`src/rtl/pipe_stall_ctrl.sv`:
```
// Pipeline sequencing controller: per-stage stall vector, flush strobe,
// multi-cycle execute counter and fetch-wait watchdog.
module pipe_stall_ctrl #(
  parameter int unsigned CNT_W    = 6,
  parameter int unsigned WDOG_MAX = 32
) (
  input  logic             clk,
  input  logic             rst,
  input  logic             stallreq_if,
  input  logic             stallreq_id,
  input  logic             ex_mc_start,
  input  logic [CNT_W-1:0] ex_mc_cycles,
  input  logic             flush_req,
  output logic [5:0]       stall,
  output logic             flush,
  output logic             ex_busy,
  output logic             mc_last,
  output logic             if_timeout
);

  localparam int unsigned WdogW = (WDOG_MAX > 1) ? $clog2(WDOG_MAX) : 1;

  localparam logic [5:0] StallMc = 6'b001111;
  localparam logic [5:0] StallId = 6'b000111;
  localparam logic [5:0] StallIf = 6'b000011;

  typedef enum logic [0:0] {StIdle, StMulti} state_e;

  state_e             state_q, state_d;
  logic [CNT_W-1:0]   count_q, count_d;
  logic [WdogW-1:0]   wdog_q, wdog_d;
  logic               if_timeout_q, if_timeout_d;
  logic [5:0]         stall_raw;
  logic               flush_raw, mc_last_raw;

  always_comb begin
    stall_raw   = '0;
    flush_raw   = 1'b0;
    mc_last_raw = 1'b0;
    state_d     = state_q;
    count_d     = count_q;
    if (flush_req) begin
      flush_raw = 1'b1;
      state_d   = StIdle;
      count_d   = '0;
    end else if (state_q == StMulti) begin
      stall_raw   = StallMc;
      count_d     = count_q - CNT_W'(1);
      mc_last_raw = (count_q == CNT_W'(1));
      if (count_q == CNT_W'(1)) state_d = StIdle;
    end else if (ex_mc_start) begin
      stall_raw = StallMc;
      // Lengths 0 and 1 both mean a single stall cycle with no MULTI phase.
      if (ex_mc_cycles <= CNT_W'(1)) begin
        mc_last_raw = 1'b1;
      end else begin
        state_d = StMulti;
        count_d = ex_mc_cycles - CNT_W'(1);
      end
    end else if (stallreq_id) begin
      stall_raw = StallId;
    end else if (stallreq_if) begin
      stall_raw = StallIf;
    end
  end

  // Watchdog counts raw fetch requests even when a higher-priority stall masks them.
  always_comb begin
    wdog_d       = '0;
    if_timeout_d = 1'b0;
    if (stallreq_if && !flush_req) begin
      if (wdog_q == WdogW'(WDOG_MAX - 1)) begin
        if_timeout_d = 1'b1;
      end else begin
        wdog_d = wdog_q + WdogW'(1);
      end
    end
  end

  always_ff @(posedge clk or posedge rst) begin
    if (rst) begin
      state_q      <= StIdle;
      count_q      <= '0;
      wdog_q       <= '0;
      if_timeout_q <= 1'b0;
    end else begin
      state_q      <= state_d;
      count_q      <= count_d;
      wdog_q       <= wdog_d;
      if_timeout_q <= if_timeout_d;
    end
  end

  // Outputs are forced low for the whole reset assertion, not just after the edge.
  always_comb begin
    stall   = rst ? 6'b0 : stall_raw;
    flush   = rst ? 1'b0 : flush_raw;
    mc_last = rst ? 1'b0 : mc_last_raw;
  end

  assign ex_busy    = (state_q == StMulti);
  assign if_timeout = if_timeout_q;

endmodule

```
`config.mk`:
```
export PLATFORM = sky130hd
export DESIGN_NAME = pipe_stall_ctrl
export DESIGN_NICKNAME = d
export VERILOG_FILES = /design/src/rtl/pipe_stall_ctrl.sv
export SDC_FILE = /design/constraint.sdc
export NUM_CORES = 1
export LEC_CHECK = 0
export BUFFER_PORTS_ARGS = -buffer_cell sky130_fd_sc_hd__buf_2
export CORE_MARGIN = 1.5
export CORE_UTILIZATION = 45
export CTS_CLUSTER_SIZE = 30
export DETAILED_ROUTE_END_ITERATION = 16
export HOLD_SLACK_MARGIN = 0.03
export PLACE_DENSITY = 0.78
export SETUP_SLACK_MARGIN = 0.4
export SLEW_MARGIN = 25
export SYNTH_ARGS = -nofsm -noshare
export SYNTH_HDL_FRONTEND = slang
export SYNTH_SLANG_ARGS = --single-unit
```
`constraint.sdc`:
```
create_clock -name clk -period 1.9 [get_ports clk]
set_input_delay 0.19 -clock clk [delete_from_list [all_inputs] [get_ports clk]]
set_output_delay 0.19 -clock clk [all_outputs]
set_load 0.03 [all_outputs]
```
==> results by group <==
Status
  • Status: complete, no violations

Finish
  • Fraction of layout cells with a size suffix above 1: between 30% and 40%
  • Final net count: ~150
  • Area grow syn2layout: 29.1%
  • Non-filler cells, final: 160
  • Diode count: 0
  • Filler cells: 171
  • Fin util: 61.9%

Placement
  • # port buffers: 19
  • Placer Congestion: roughly 0.82
  • Placed cell count: 145
  • Post-Place Worst Slack: roughly 0.19 ns
  • DP HPWL: 1470 um

Floorplanning
  • Ports: 22
  • Die Y: 48.9 um
  • Core area: roughly 2000 um^2
  • # rows: 16
  • Initial Utilization: 47.9%
  • Horiz. Die Dim: 48.9 um
  • DIE AREA: roughly 2400 um^2

Synthesis
  • YS warnings: 0
  • Post-Syn Area: 950 um^2
  • Post-synthesis sequential area ratio: between 30% and 40%
  • Synth Flop Type: dfrtp_1
  • Top cells by area, synth: dfrtp_1, ha_1, nor3_1, nand3b_1, xor2_1
  • Syn avg cell area: around 9 um^2
  • Fraction of the mapped netlist area in adder cells: approximately 8%
  • Number of synthesized register bits: 13
  • Cells after synthesis: 106
  • Post-synth top area cell: dfrtp_1
  • Post-synthesis compound-gate area fraction: between 10% and 20%
  • Portion of netlist area occupied by mux cells: 0%
  • Main combinational cell family by area after synthesis: simple AND/OR/NAND/NOR gates
  • Post-Synth Simple-Gate Area: between 30% and 40%
  • Yosys cell types: 35
  • Synth Area in XOR/XNOR: 6.46%
  • Post-synth EDFFs: 0
  • Share of the synthesized area in the top cell type: 34.3%
  • Post-synth ARST share: between 90% and 100%

Worst setup path
  • FF-to-FF Start: ex_busy
  • Largest stage delay, worst path: a little over 0.4 ns
  • RR Endpoint: count_q[3]
  • Delay-heaviest family, CP: simple AND/OR/NAND/NOR gates
  • Crit path max fanout: 2
  • CP startpoint kind: register
  • Crit. End Element: primary output
  • Worst path depth: 5
  • Worst setup path category: register to primary output
  • Critical Path AT: 1.51 ns
  • Reg-to-reg slack, setup: ~0.47 ns
  • CP most frequent cell: nor3_2
  • Critical-path top delay cell: dfrtp_1
  • Crit-path cells: nor3_2, and4b_1, a21oi_1, nor3_2, buf_4
  • Register-to-Register Path Depth: 4
  • Bufs and invs on worst path: 1
  • Critical path required time: 1.71 ns

Routing
  • Iteration-0 DRC count of the detailed router: 19
  • Detail Route Antenna Nets: 0
  • Routed via count: slightly below 900
  • Vias per cell: between 5 and 6
  • Routed len/inst: between 10 and 15 um
  • Residual DRC: 0
  • DR pass1 iterations: 4
  • Post-Route WL: about 2200 um

STA
  • Clk_skew: 0.00737 ns
  • Max-slew violations: 0
  • RSZ-0062 raised after global routing: true
  • Final TNS setup: 0 ns
  • Tcrit/Tclk final: between 80% and 90%
  • Fin crit period: approximately 1.7 ns
  • Final setup violation count: 0
  • Slew HR: between 60% and 70%
  • Final Hold Vio Count: 0
  • Final worst slack: slightly above 0.2 ns
  • FMAX: around 600 MHz
  • Worst Tran Pin Value: approximately 0.54 ns

Clocking
  • Clock sink total: 13
  • H-tree Lvls: 1
  • CTS buffer count: 3
  • Worst-case clock buffer depth: 2
  • Worst-Skew Late Latency: 0.28 ns
  • CTS clk-pin slew, worst paths: roughly 0.080 ns
  • Clk Tree Root Cell: clkbuf_4
  • TritonCTS clock tree: done

Global routing
  • First-pass GRT wire length: ~3700 um
  • Initial antenna violation count: 0
  • Total GRT Usage: just under 20%
  • Vias in the first global route: approximately 810
  • Total grt overflow: 0
  • Largest net degree at the start of global routing: 17

Pwr
  • Power Density: about 610 nW/um^2
  • Lkg Pwr: 0.556 nW
  • IR drop worst, VDD: ~0.36 mV

Worst hold path
  • Hold Crit Depth: 3
  • Hold crit path type: primary input to register
  • Hold_sp: ex_mc_cycles[5]
  • Hold EP: count_q[5]

Flow run
  • MaxCap Viol Count: 0
-- cells in the mapped netlist, drive strengths merged (2+ instances only) --
master	instances
a21oi	3
a31oi	2
and2	3
buf	6
clkbuf	2
dfrtp	13
ha	6
inv	5
nand2	4
nand2b	2
nand3	2
nand3b	5
nor2	5
nor2b	3
nor3	15
nor3b	3
nor4	3
or3	4
xnor2	3
xor2	4
-- stage by stage --
step                total power, W  hold slack, ns  instance area (um^2)
floorplan                 0.000481          0.0669                   998
global placement          0.000512           0.305                  1060
detailed placement        0.000520           0.324                  1060
CTS                       0.000722           0.250                  1170
global route              0.000793           0.259                  1230
finish                    0.000751           0.256                  1230
-- flip-flops by register name (all words and copies together), names as in the netlist --
name,flops
count_q,6
ex_busy,1
wdog_q,5
if_timeout,1
-- worst max path at each step --
stage                          from    endpoint  slack (ns)
floorplan                   ex_busy    stall[1]        0.24
global placement    ex_mc_cycles[0]  count_q[5]        0.26
detailed placement  ex_mc_cycles[0]  count_q[5]        0.19
CTS                      count_q[2]     mc_last        0.21
global route             count_q[2]     mc_last        0.11
finish                   count_q[2]     mc_last        0.20
-- cell usage in the layout, fill, tap and decap left out, drive strengths merged, types with 2 or more instances in the layout --
cell type   n
or3         4
nor2        5
xnor2       3
nor2b       3
nand3b      5
and2        3
nand3       2
buf        29
dfrtp      13
ha          6
nand2b      2
xor2        4
a21oi       3
nor4        3
a31oi       2
nand2       4
clkbuf      4
nor3b       3
nor3       15
conb        2
inv         5
-- where the power goes --
part	total, W	switching [W]	internal [W]
clock	0.000171	0.0000898	0.0000813
combinational	0.000263	0.000144	0.000118
sequential	0.000317	0.0000195	0.000297
-- per-layer routing --
metal  share of wire, %  vias to the layer above  GRT usage [%]  wire length [um]
li1                   -                      429              -                 -
met2                 51                       37           33.1              1110
met3                6.0                        2           3.68               132
met5                  0                        -              0                 0
met4               0.59                        0           4.29                13
met1                 43                      412           26.5               930
-- what timing repair did --
item / CTS / global route
buffers inserted: 7 / 3
hold endpoints to repair: 6 / 0
hold buffers: 1 / 0
gates resized for setup: 6 / 10
pin swaps: 2 / 4
setup endpoints to repair: 5 / 6
-- kinds of logic after synthesis --
family / Yosys count
fa+ha+maj: 6
compound gates: 13
flops: 13
xor+xnor: 7
other cells: 1
simple gates: 53
buf+inv: 13
-- tightest hold or removal path, cell delays in order --
cell	delay [ns]
buf_2	0.10
nor3b_1	0.05
o22ai_1	0.15
-- layout make-up --
class	count	area, um^2	share of cell area [%]
tap	27	33.8	2.76
inverter	5	18.8	1.53
multi-input combinational	81	627	51.1
sequential	13	329	26.8
clock buffer	4	26.3	2.14
timing repair buffer	30	191	15.6
(Power assumes the default switching activity.)
